$ cat src/rtl/midi_pkg.sv
// Shared MIDI constants and UART state encoding for the midi_poly_rx slice.
package midi_pkg;

    localparam logic [3:0] ST_NOTE_OFF = 4'h8;
    localparam logic [3:0] ST_NOTE_ON  = 4'h9;
    localparam logic [3:0] ST_POLY_AT  = 4'hA;
    localparam logic [3:0] ST_CC       = 4'hB;
    localparam logic [3:0] ST_PITCH    = 4'hE;

    localparam logic [6:0] CC_SUSTAIN       = 7'd64;
    localparam logic [6:0] CC_ALL_NOTES_OFF = 7'd123;

    typedef enum logic [1:0] {
        UART_IDLE  = 2'd0,
        UART_START = 2'd1,
        UART_DATA  = 2'd2,
        UART_STOP  = 2'd3
    } uart_state_t;

endpackage

$ cat src/rtl/midi_uart_rx.sv
// MIDI line deserialiser: 2-FF synchroniser, bit timer and IDLE/START/DATA/STOP FSM.
module midi_uart_rx
    import midi_pkg::*;
#(
    parameter int unsigned BIT_PERIOD = 3200
) (
    input  logic       clk,
    input  logic       rst,
    input  logic       data_in,
    output logic [7:0] rx_byte,
    output logic       byte_valid,
    output logic       framing_err
);

    localparam int unsigned HALF_PERIOD = BIT_PERIOD / 2;
    localparam int unsigned CNT_W       = $clog2(BIT_PERIOD + 1);

    uart_state_t      state, state_nxt;
    logic [1:0]       sync_q;
    logic             rx_s;
    logic [CNT_W-1:0] cnt_q;
    logic [2:0]       bit_idx_q;
    logic [7:0]       shreg_q;
    logic             half_tick_c, bit_tick_c;
    logic             cnt_clr_c, shift_c, valid_c, ferr_c;

    assign rx_s        = sync_q[1];
    assign half_tick_c = (cnt_q == CNT_W'(HALF_PERIOD - 1));
    assign bit_tick_c  = (cnt_q == CNT_W'(BIT_PERIOD - 1));

    // State register
    always_ff @(posedge clk) begin
        if (rst) state <= UART_IDLE;
        else     state <= state_nxt;
    end

    // Next-state logic
    always_comb begin
        state_nxt = state;
        case (state)
            UART_IDLE:  if (!rx_s) state_nxt = UART_START;
            UART_START: if (half_tick_c) state_nxt = rx_s ? UART_IDLE : UART_DATA;
            UART_DATA:  if (bit_tick_c && (bit_idx_q == 3'd7)) state_nxt = UART_STOP;
            UART_STOP:  if (bit_tick_c) state_nxt = UART_IDLE;
            default:    state_nxt = UART_IDLE;
        endcase
    end

    // Per-state strobes for the bit timer, shifter and result pulses
    always_comb begin
        cnt_clr_c = 1'b0;
        shift_c   = 1'b0;
        valid_c   = 1'b0;
        ferr_c    = 1'b0;
        case (state)
            UART_IDLE:  cnt_clr_c = 1'b1;
            UART_START: cnt_clr_c = half_tick_c;
            UART_DATA: begin
                cnt_clr_c = bit_tick_c;
                shift_c   = bit_tick_c;
            end
            UART_STOP: begin
                cnt_clr_c = bit_tick_c;
                valid_c   = bit_tick_c && rx_s;
                ferr_c    = bit_tick_c && !rx_s;
            end
            default: cnt_clr_c = 1'b1;
        endcase
    end

    // Synchroniser, timer, LSB-first shift register and registered outputs
    always_ff @(posedge clk) begin
        if (rst) begin
            sync_q      <= 2'b11;
            cnt_q       <= '0;
            bit_idx_q   <= '0;
            shreg_q     <= '0;
            rx_byte     <= '0;
            byte_valid  <= 1'b0;
            framing_err <= 1'b0;
        end else begin
            sync_q      <= {sync_q[0], data_in};
            cnt_q       <= cnt_clr_c ? '0 : cnt_q + CNT_W'(1);
            if (state != UART_DATA) bit_idx_q <= '0;
            else if (shift_c)       bit_idx_q <= bit_idx_q + 3'd1;
            if (shift_c) shreg_q <= {rx_s, shreg_q[7:1]};
            if (valid_c) rx_byte <= shreg_q;
            byte_valid  <= valid_c;
            framing_err <= ferr_c;
        end
    end

endmodule

$ cat src/rtl/midi_poly_rx.sv
// MIDI receiver with running-status parser and polyphonic voice allocator.
// Optional sustain pedal (CC64) support is built when SUSTAIN_EN is defined.
module midi_poly_rx
    import midi_pkg::*;
#(
    parameter int unsigned INPUT_CLOCK_FREQ = 100_000_000,
    parameter int unsigned BAUD_RATE        = 31_250,
    parameter int unsigned NUM_VOICES       = 8,
    parameter int unsigned VEL_BITS         = 3,
    parameter int unsigned MIDI_CHANNEL     = 0,
    parameter int unsigned OMNI             = 0,
    localparam int unsigned VIW = (NUM_VOICES > 1) ? $clog2(NUM_VOICES) : 1
) (
    input  logic                           clk,
    input  logic                           rst,
    input  logic                           data_in,
    output logic [NUM_VOICES-1:0]          on_out,
    output logic [NUM_VOICES*VEL_BITS-1:0] velocity_out,
    output logic [NUM_VOICES*7-1:0]        note_out,
    output logic                           note_evt,
    output logic [VIW-1:0]                 evt_voice,
    output logic                           framing_err
);

    localparam int unsigned BIT_PERIOD = INPUT_CLOCK_FREQ / BAUD_RATE;

    logic [7:0] rx_byte;
    logic       byte_valid;

    midi_uart_rx #(.BIT_PERIOD(BIT_PERIOD)) u_uart (
        .clk        (clk),
        .rst        (rst),
        .data_in    (data_in),
        .rx_byte    (rx_byte),
        .byte_valid (byte_valid),
        .framing_err(framing_err)
    );

    logic       st_valid_q, idx_q;
    logic [3:0] st_kind_q, st_chan_q;
    logic [6:0] d1_q, d2;
    logic       two_byte_c, chan_ok_c, msg_c;
    logic       note_on_c, note_off_c, all_off_c, rel_c;

    logic [NUM_VOICES-1:0]               on_q, held_vec, off_mask_c, evt_mask_c;
    logic [NUM_VOICES-1:0][6:0]          note_q;
    logic [NUM_VOICES-1:0][VEL_BITS-1:0] vel_q;
    logic [NUM_VOICES-1:0][VIW-1:0]      age_q;
    logic [VEL_BITS-1:0]                 vel_raw, vel_map;
    logic [VIW-1:0]                      match_idx, free_idx, steal_idx, alloc_idx, low_idx;
    logic                                match_hit, free_hit, best_held;
    logic [VIW-1:0]                      best_age;

    assign d2         = rx_byte[6:0];
    assign two_byte_c = st_kind_q inside {ST_NOTE_OFF, ST_NOTE_ON, ST_POLY_AT, ST_CC, ST_PITCH};
    assign chan_ok_c  = (OMNI != 0) || (st_chan_q == 4'(MIDI_CHANNEL));
    assign msg_c      = byte_valid && !rx_byte[7] && st_valid_q && two_byte_c && idx_q && chan_ok_c;
    assign note_on_c  = msg_c && (st_kind_q == ST_NOTE_ON) && (d2 != 7'd0);
    assign note_off_c = msg_c && ((st_kind_q == ST_NOTE_OFF) || ((st_kind_q == ST_NOTE_ON) && (d2 == 7'd0)));
    assign all_off_c  = msg_c && (st_kind_q == ST_CC) && (d1_q == CC_ALL_NOTES_OFF);
    assign vel_raw    = d2[6 -: VEL_BITS];
    assign vel_map    = (vel_raw == '0) ? VEL_BITS'(1) : vel_raw;

`ifdef SUSTAIN_EN
    logic                  sustain_q;
    logic [NUM_VOICES-1:0] held_q;
    logic                  sus_cc_c;
    assign sus_cc_c = msg_c && (st_kind_q == ST_CC) && (d1_q == CC_SUSTAIN);
    assign rel_c    = sus_cc_c && !d2[6];
    assign held_vec = held_q;
`else
    assign rel_c    = 1'b0;
    assign held_vec = '0;
`endif

    assign on_out       = on_q;
    assign note_out     = note_q;
    assign velocity_out = vel_q;

    // Running-status parser: realtime bytes leave status and data index untouched
    always_ff @(posedge clk) begin
        if (rst) begin
            st_valid_q <= 1'b0;
            st_kind_q  <= '0;
            st_chan_q  <= '0;
            idx_q      <= 1'b0;
            d1_q       <= '0;
        end else if (byte_valid) begin
            if (rx_byte[7]) begin
                if (rx_byte[7:4] != 4'hF) begin
                    st_valid_q <= 1'b1;
                    st_kind_q  <= rx_byte[7:4];
                    st_chan_q  <= rx_byte[3:0];
                    idx_q      <= 1'b0;
                end else if (!rx_byte[3]) begin
                    st_valid_q <= 1'b0;
                end
            end else if (st_valid_q && two_byte_c) begin
                if (!idx_q) d1_q <= d2;
                idx_q <= !idx_q;
            end
        end
    end

    // Allocation search: retrigger match, lowest free voice, oldest (held-first) steal
    always_comb begin
        match_hit  = 1'b0;
        match_idx  = '0;
        free_hit   = 1'b0;
        free_idx   = '0;
        off_mask_c = '0;
        steal_idx  = '0;
        best_held  = held_vec[0];
        best_age   = age_q[0];
        for (int i = 0; i < NUM_VOICES; i++) begin
            off_mask_c[i] = on_q[i] && (note_q[i] == d1_q);
            if (off_mask_c[i] && !match_hit) begin
                match_hit = 1'b1;
                match_idx = VIW'(i);
            end
            if (!on_q[i] && !free_hit) begin
                free_hit = 1'b1;
                free_idx = VIW'(i);
            end
            if ({held_vec[i], age_q[i]} > {best_held, best_age}) begin
                best_held = held_vec[i];
                best_age  = age_q[i];
                steal_idx = VIW'(i);
            end
        end
        alloc_idx = match_hit ? match_idx : (free_hit ? free_idx : steal_idx);
    end

    // Lowest voice index among the slots touched by an off-type event
    always_comb begin
        evt_mask_c = on_q;
        if (note_off_c) evt_mask_c = off_mask_c;
        else if (rel_c) evt_mask_c = held_vec;
        low_idx = '0;
        for (int i = NUM_VOICES - 1; i >= 0; i--) begin
            if (evt_mask_c[i]) low_idx = VIW'(i);
        end
    end

    // Voice slot registers and note event pulse
    always_ff @(posedge clk) begin
        if (rst) begin
            on_q      <= '0;
            note_q    <= '0;
            vel_q     <= '0;
            age_q     <= '0;
            note_evt  <= 1'b0;
            evt_voice <= '0;
`ifdef SUSTAIN_EN
            sustain_q <= 1'b0;
            held_q    <= '0;
`endif
        end else begin
            note_evt <= 1'b0;
            if (note_on_c) begin
                for (int i = 0; i < NUM_VOICES; i++) begin
                    if (VIW'(i) == alloc_idx) begin
                        on_q[i]   <= 1'b1;
                        note_q[i] <= d1_q;
                        vel_q[i]  <= vel_map;
                        age_q[i]  <= '0;
`ifdef SUSTAIN_EN
                        held_q[i] <= 1'b0;
`endif
                    end else if (on_q[i] && (age_q[i] != VIW'(NUM_VOICES - 1))) begin
                        age_q[i] <= age_q[i] + VIW'(1);
                    end
                end
                note_evt  <= 1'b1;
                evt_voice <= alloc_idx;
            end else if (note_off_c) begin
                if (|off_mask_c) begin
`ifdef SUSTAIN_EN
                    if (sustain_q) held_q <= held_q | off_mask_c;
                    else           on_q   <= on_q & ~off_mask_c;
`else
                    on_q <= on_q & ~off_mask_c;
`endif
                    note_evt  <= 1'b1;
                    evt_voice <= low_idx;
                end
            end else if (all_off_c) begin
                if (|on_q) begin
                    on_q      <= '0;
                    note_evt  <= 1'b1;
                    evt_voice <= low_idx;
                end
`ifdef SUSTAIN_EN
                held_q <= '0;
            end else if (sus_cc_c) begin
                sustain_q <= d2[6];
                if (rel_c && (|held_q)) begin
                    on_q      <= on_q & ~held_q;
                    held_q    <= '0;
                    note_evt  <= 1'b1;
                    evt_voice <= low_idx;
                end
`endif
            end
        end
    end

endmodule

$ cat config.mk
export PLATFORM = sky130hd
export DESIGN_NAME = midi_poly_rx
export DESIGN_NICKNAME = d
export VERILOG_FILES = /design/src/rtl/midi_pkg.sv /design/src/rtl/midi_uart_rx.sv /design/src/rtl/midi_poly_rx.sv
export SDC_FILE = /design/constraint.sdc
export NUM_CORES = 1
export LEC_CHECK = 0
export ABC_AREA = 1
export BUFFER_PORTS_ARGS = -buffer_cell sky130_fd_sc_hd__buf_2
export CORE_MARGIN = 10
export CORE_UTILIZATION = 35
export DETAILED_ROUTE_END_ITERATION = 7
export PLACE_DENSITY = 0.66
export SKIP_CTS_REPAIR_TIMING = 1
export SYNTH_ARGS = -nofsm -noshare
export SYNTH_HDL_FRONTEND = slang
export SYNTH_SLANG_ARGS = --single-unit
$ cat constraint.sdc
create_clock -name clk -period 7.2 [get_ports clk]
set_input_delay 1.44 -clock clk [delete_from_list [all_inputs] [get_ports clk]]
set_output_delay 1.44 -clock clk [all_outputs]
set_load 0.02 [all_outputs]
* Word-level counts from Yosys, hierarchy flattened
Cells that the tools add are included.
** Cells by class
- Add/sub/neg operators :: 10
- Magnitude comparators :: 7
- Equality and inequality tests :: 52
- Multiplexer cells :: 108
- Bitwise logic cells :: 5
- Reductions and logical operators :: 123
** Operators by type and width (count)
- 3-bit two-way mux :: 56
- 7-bit equality test :: 8
- 8-bit two-way mux :: 6
- 1-bit logical AND :: 45
- 4-bit AND reduction :: 10
- 1-bit two-way mux :: 39
- 2-bit AND reduction :: 16
- 3-bit by 1-bit adder with 3-bit output, second input constant :: 9
- 3-bit inequality test, second input constant :: 8
- 1-bit logical NOT :: 23
- 2-bit by 1-bit inequality test with 1-bit output, second input constant :: 11
- 3-bit greater-than comparator :: 7
- 4-bit equality test, second input constant :: 5
- 2-bit nonzero test :: 9
- 8-bit OR reduction :: 2
- 12-bit by 1-bit adder with 12-bit output, second input constant :: 1
- 12-bit by 11-bit equality test with 1-bit output, second input constant :: 1
- 12-bit equality test, second input constant :: 1
- 3-bit equality test, first input constant :: 4
- 3-bit AND reduction :: 4
- 2-bit two-way mux :: 5
- 8-bit AND :: 1
- 2-bit inequality test, second input constant :: 4
- 8-bit NOT :: 1
- 20 further kinds :: 29
** Word-level totals
- Register bits after elaboration :: 170
- Input bits :: 3
- Output and inout bits :: 93
- Logic and storage cells :: 352

* Logic depth before layout (Yosys ltp)
- Depth after elaboration :: 28
- Mapped depth :: 62
- Depth with buffers taken out :: 62

* Modules after synthesis
Synthesis repeated with hierarchy kept, for this count alone.
** Unflattened totals
- Cell total of the unflattened synthesis :: 1330
- Area total of the unflattened synthesis :: 9160.0 sq um
** By module, submodules not included
- midi_poly_rx :: times used 1, cells an instance 1119, area an instance 7601.0 sq um
- midi_uart_rx :: times used 1, cells an instance 211, area an instance 1559.0 sq um

* Least setup slack after synthesis
No wires, ideal clock.
- Path type :: reg-to-reg
- Start point :: reg age_q[2] in the netlist's numbering
- End point :: reg vel_q (netlist bit velocity_out[19])
- Library setup time :: 0.143 ns
- Arrival :: 6.829 ns
- Required time :: 7.057 ns
- Slack :: 0.228 ns
- Cell stages (with the launch flop) :: 56
- Path buffers :: 1
- Clock period less this slack :: 6.972 ns
- Path through :: dfxtp_1 -> inv_1 -> ha_1 -> nand2_1 -> nor2_1 -> nor2_1 -> nor2_1 -> o21ai_0 -> ha_1 -> nand3b_1 -> nand2_1 -> nand2_1 -> nand2_1 -> o21ai_0 -> ha_1 -> nand2_1 -> o21ai_1 -> nand2_1 -> (+20 left out) -> a21oi_1 -> inv_1 -> nand2_1 -> o21ai_0 -> ha_1 -> nand2_1 -> inv_1 -> a22oi_1 -> nor2_1 -> nand2_1 -> nand2_1 -> nand2_1 -> nand2_2 -> a21oi_2 -> nand3_2 -> buf_2 -> nor2_1 -> a211oi_2
** On the way
- Word-level cells in the longest chain between the ends :: 18
- Elaborated cells between the ends (all ways) :: 24
- Those cells by class :: order compare (7); eq/ne (1); mux (15); reduce/logical (1)
** RTL lines
- start, declared :: line midi_poly_rx.sv:48 : logic [NUM_VOICES-1:0][VIW-1:0] age_q;
- start signal, assigned by index :: line midi_poly_rx.sv:171 : age_q[i] <= age_q[i] + VIW'(1);
- 3-bit greater-than comparator :: line midi_poly_rx.sv:125 : if ({held_vec[i], age_q[i]} > {best_held, best_age}) begin
- 3-bit two-way mux :: line midi_poly_rx.sv:125
- 3-bit greater-than comparator :: line midi_poly_rx.sv:125
- 3-bit two-way mux :: line midi_poly_rx.sv:125
- 3-bit greater-than comparator :: line midi_poly_rx.sv:125
- 3-bit two-way mux :: line midi_poly_rx.sv:125
- 3-bit greater-than comparator :: line midi_poly_rx.sv:125
- 3-bit two-way mux :: line midi_poly_rx.sv:125
- 3-bit greater-than comparator :: line midi_poly_rx.sv:125
- 3-bit two-way mux :: line midi_poly_rx.sv:125
- 3-bit greater-than comparator :: line midi_poly_rx.sv:125
- 3-bit two-way mux :: line midi_poly_rx.sv:125
- 3-bit greater-than comparator :: line midi_poly_rx.sv:125
- 3-bit two-way mux (*) :: line midi_poly_rx.sv:125
- 3-bit two-way mux (*) (2 in a row) :: line midi_poly_rx.sv:131 : alloc_idx = match_hit ? match_idx : (free_hit ? free_idx : steal_idx);
- 3-bit equality test (*) :: line midi_poly_rx.sv:162 : if (VIW'(i) == alloc_idx) begin
- 2-bit AND reduction (no source line) (*)
- end signal, assigned by index :: line midi_poly_rx.sv:165 : vel_q[i] <= vel_map;
- end, declared :: line midi_poly_rx.sv:47 : logic [NUM_VOICES-1:0][VEL_BITS-1:0] vel_q;
Mark *: on every way between the ends. The rest lies on a longest branch, timed or not.
A chain may end at the register's enable or synchronous reset.

* Worst setup path in the final report
- Start point :: reg age_q[1] in the netlist's numbering
- End point :: reg vel_q (netlist bit velocity_out[3])
** On the way
- Word-level cells in the longest chain between the ends :: 18
- Elaborated cells between the ends (all ways) :: 24
- Those cells by class :: order compare (7); eq/ne (1); mux (15); reduce/logical (1)
** RTL lines (line)
- 3-bit greater-than comparator :: midi_poly_rx.sv:125
- 3-bit two-way mux :: midi_poly_rx.sv:125
- 3-bit greater-than comparator :: midi_poly_rx.sv:125
- 3-bit two-way mux :: midi_poly_rx.sv:125
- 3-bit greater-than comparator :: midi_poly_rx.sv:125
- 3-bit two-way mux :: midi_poly_rx.sv:125
- 3-bit greater-than comparator :: midi_poly_rx.sv:125
- 3-bit two-way mux :: midi_poly_rx.sv:125
- 3-bit greater-than comparator :: midi_poly_rx.sv:125
- 3-bit two-way mux :: midi_poly_rx.sv:125
- 3-bit greater-than comparator :: midi_poly_rx.sv:125
- 3-bit two-way mux :: midi_poly_rx.sv:125
- 3-bit greater-than comparator :: midi_poly_rx.sv:125
- 3-bit two-way mux (*) :: midi_poly_rx.sv:125
- 3-bit two-way mux (*) (2 in a row) :: midi_poly_rx.sv:131
- 1-bit by 3-bit equality test with 1-bit output (*) :: midi_poly_rx.sv:162
- 2-bit AND reduction (no source line) (*)
Marks and branches as above.

==> out/qor.txt <==
Status = finished, violations left
Violated checks = setup timing
Crit Path Max Fanout = 7
Worst EP arrival = 7.85 ns
Clock-pin transition on the worst setup and hold timing paths = 0.07 ns
Post-Layout Cell Count = 1823
Crit-path slowest cell = dfxtp_2
Tightest Pin Transition = 0.980 ns
Critical setup path kind = reg -> reg
Width of the die = 183 um
Synth Register Bits = 170
GR peak layer = met2
Row Count = 59
Startpoint types = flip-flop
Lkg Pwr = 5.56 nW
Port bufs = 95
Mux share of post-synthesis cell area = 0.00108
Met3 usage = 0.0417
Synth Area in Compound Gates = 0.131
Post-DR wirelength/cell = 16.3 um
Inserted Clock Buffers = 17
Gpl congestion = 0.919
Post-synthesis cell type count = 49
Seq/Total Area, Yosys = 0.368
CP peak stage delay = 0.34 ns
Final worst path period share = 1.04
Final setup margin = -0.277 ns
Synth warn = 0
Area Overhead vs Synth = 28.1%
Pins Over Slew Limit = 0
CTS tree = built
CP required = 7.57 ns
Die area = 0.0333 sq mm
Largest net degree at the start of global routing = 59
Xor/xnor share of the synthesized area = 0.0351
Type of the most critical hold path = reg -> reg
Gr usage total = 0.159
Peak Freq = 0.134 GHz
Nets = 1518
Async set-reset flop share out of synthesis = 0
Remaining antenna violation count after routing = 0
Initial antenna violation count = 0
DRC = 0
DR vias = 9179
Met2 Use GR = 0.270
Avg Synthesized Cell Area = 6.97 sq um
Crit. End Element = flip-flop
Tmin final = 7.48 ns
# setup viols final = 112
GR Util met1 = 0.193
Max_cap viols = 0
Final wirelength = 29700 um
Worst Skew = 0.0181 ns
Synth Flop Type = dfxtp_1
Vias/cell = 5.04
CTS Root Cell = clkbuf_16
Area of the mapped netlist = 0.00924 sq mm
Pwr dens = 161 mW/mm^2
# diodes = 0
Worst vdd ir = 0.146 mV
Post-synth EDFFs = 0
Starting DRT DRC Count = 478
# IOs = 96
Drt pass-1 iters = 5
Post-synth net total = 1369
Clock Latency Late Sink = 0.44 ns
Max-slew headroom = 0.347
Post-Synth Adder-Cell Area = 0.0541
# clock sinks = 170
Largest family of logic cells by synthesized area = simple AND/OR/NAND/NOR gates
Vias in the first global route = 8306
Layout cells sized above 1 = 0.275
Gr ovfl total = 0
Final hold violation count = 0
H-tree depth = 4
Unrepaired setup endpoints after global routing = true
Maximum root-to-sink buffer count = 2
Post-Syn Instances = 1326
Starting Density = 0.355
Simple-gate share of the synthesized area = 0.302
First-pass GRT wire length = 43300 um
Core Area = 0.0261 sq mm
Min Hold Slack = 0.415 ns
CP dominant cell by count = nor2_2
Detail Placement HPWL = 20100 um
Die Y-Extent = 183 um
Inst Count DP = 1755
## layer usage
layer / share of wire / up-vias
li1: - / 4564
met1: 0.42 / 4262
met2: 0.48 / 289
met3: 0.067 / 64
met4: 0.029 / 0
met5: 0 / -
## cell usage in the layout (no fill, tap or decap), types with 3 or more instances in the layout
cell	n
a211oi_2	8
a21oi_1	69
a21oi_2	20
buf_12	7
buf_2	95
buf_4	63
buf_6	11
clkbuf_16	21
clkinv_2	3
clkinv_4	4
dfxtp_1	168
ha_1	35
ha_4	4
inv_1	141
inv_2	17
inv_4	4
inv_6	5
inv_8	5
nand2_1	277
nand2_2	32
nand2_4	11
nand3_1	47
nand3_2	11
nand3_4	5
nand3b_1	4
nand4_1	26
nand4_4	5
nor2_1	161
nor2_2	24
nor2_4	9
nor3_1	7
nor3_2	4
nor3b_1	3
nor4_1	3
o21ai_0	73
o21ai_1	18
o21ai_2	23
or2_2	5
xnor2_1	26
xor2_1	11
## sequential cells by signal (all words and copies together), names as in the netlist, named ones only
| register | cells |
|---|---|
| velocity_out | 24 |
| u_uart.rx_byte | 8 |
| u_uart.cnt_q | 12 |
| u_uart.byte_valid | 1 |
| st_kind_q | 4 |
| u_uart.framing_err | 1 |
| st_chan_q | 4 |
| note_out | 56 |
| u_uart.state | 1 |
| u_uart.bit_idx_q | 3 |
| u_uart.sync_q | 2 |
| on_out | 8 |
| note_evt | 1 |
| evt_voice | 3 |
| u_uart.shreg_q | 8 |
| d1_q | 7 |
| age_q | 24 |
| idx_q | 1 |
| st_valid_q | 1 |
## power by group
| part | switching [W] | internal [W] | leakage, nW |
|---|---|---|---|
| Clock | 0.000433 | 0.000491 | 0.291 |
| Combinational | 0.0000282 | 0.0000102 | 3.90 |
| Sequential | 0.00000270 | 0.000942 | 1.37 |
## area by class of cell
cell class,instances,area [sq um]
fillers,2556,14200
multi-input cells,939,5460
flip-flops and latches,170,3410
repair buffers,180,1310
inverters,165,649
clock buffers,17,425
well taps,335,419
clock inverters,15,156
repair inverters,2,12.5
## metrics by stage
stage	utilization	TNS, ns	cell area (sq um)	setup slack, ns	total power (W)
after floorplan	-	0	9240	0.228	0.000994
after global placement	0.394	-7.67	10300	-0.176	0.00100
after detailed placement	0.394	-48.80	10300	-0.543	0.00100
after CTS	0.416	-51.72	10800	-0.565	0.00191
after global routing	0.454	-70.45	11800	-0.717	0.00196
final	0.454	-21.48	11800	-0.277	0.00191
## synth_stat cells (4+ instances only)
library cell / number / area share
buf_6: 19 / 0.023
buf_4: 5 / 0.0041
inv_1: 152 / 0.062
nand2_2: 10 / 0.0068
xor2_1: 11 / 0.010
nand3_1: 56 / 0.030
or2_2: 5 / 0.0034
a21oi_1: 89 / 0.048
nor2_1: 185 / 0.075
nand3_2: 4 / 0.0043
nand4_1: 26 / 0.018
nand2_1: 308 / 0.13
buf_2: 6 / 0.0032
o21ai_0: 108 / 0.058
inv_2: 9 / 0.0037
nor3_1: 8 / 0.0043
xnor2_1: 26 / 0.025
o21ai_1: 7 / 0.0038
nor2_2: 7 / 0.0047
ha_1: 40 / 0.054
a211oi_2: 8 / 0.011
dfxtp_1: 170 / 0.37
clkbuf_1: 24 / 0.0097
nand3b_1: 4 / 0.0032
## cell families (layout without fill, tap and decap cells)
kind of cell    Yosys count  in the layout
compound gates          223            223
xor+xnor                 37             37
fa+ha+maj                40             40
buf+inv                 221            379
flops                   170            170
mux                       1              1
simple gates            634            638
## worst max-delay path, delay by kind of cell (launching register included)
family | cells | cell delay [ns]
DFF | 1 | 0.34
buffers and inverters | 10 | 1.15
adders and majority gates | 7 | 1.88
and+or+nand+nor | 32 | 3.05
muxes | 1 | 0.21
AOI/OAI and AO/OA | 7 | 0.79
## final timing paths
check,end,from,slack [ns],cells past startpoint
max,velocity_out[3]$_SDFFE_PP0P_,age_q[1]$_SDFFE_PP0P_,-0.28,57
min,u_uart.sync_q[1]$_SDFF_PP1_,u_uart.sync_q[0]$_SDFF_PP1_,0.41,1
max reg2reg,velocity_out[3]$_SDFFE_PP0P_,age_q[1]$_SDFFE_PP0P_,-0.28,57
min reg2reg,u_uart.sync_q[1]$_SDFF_PP1_,u_uart.sync_q[0]$_SDFF_PP1_,0.41,1
Power figures use the tool's default switching activity.
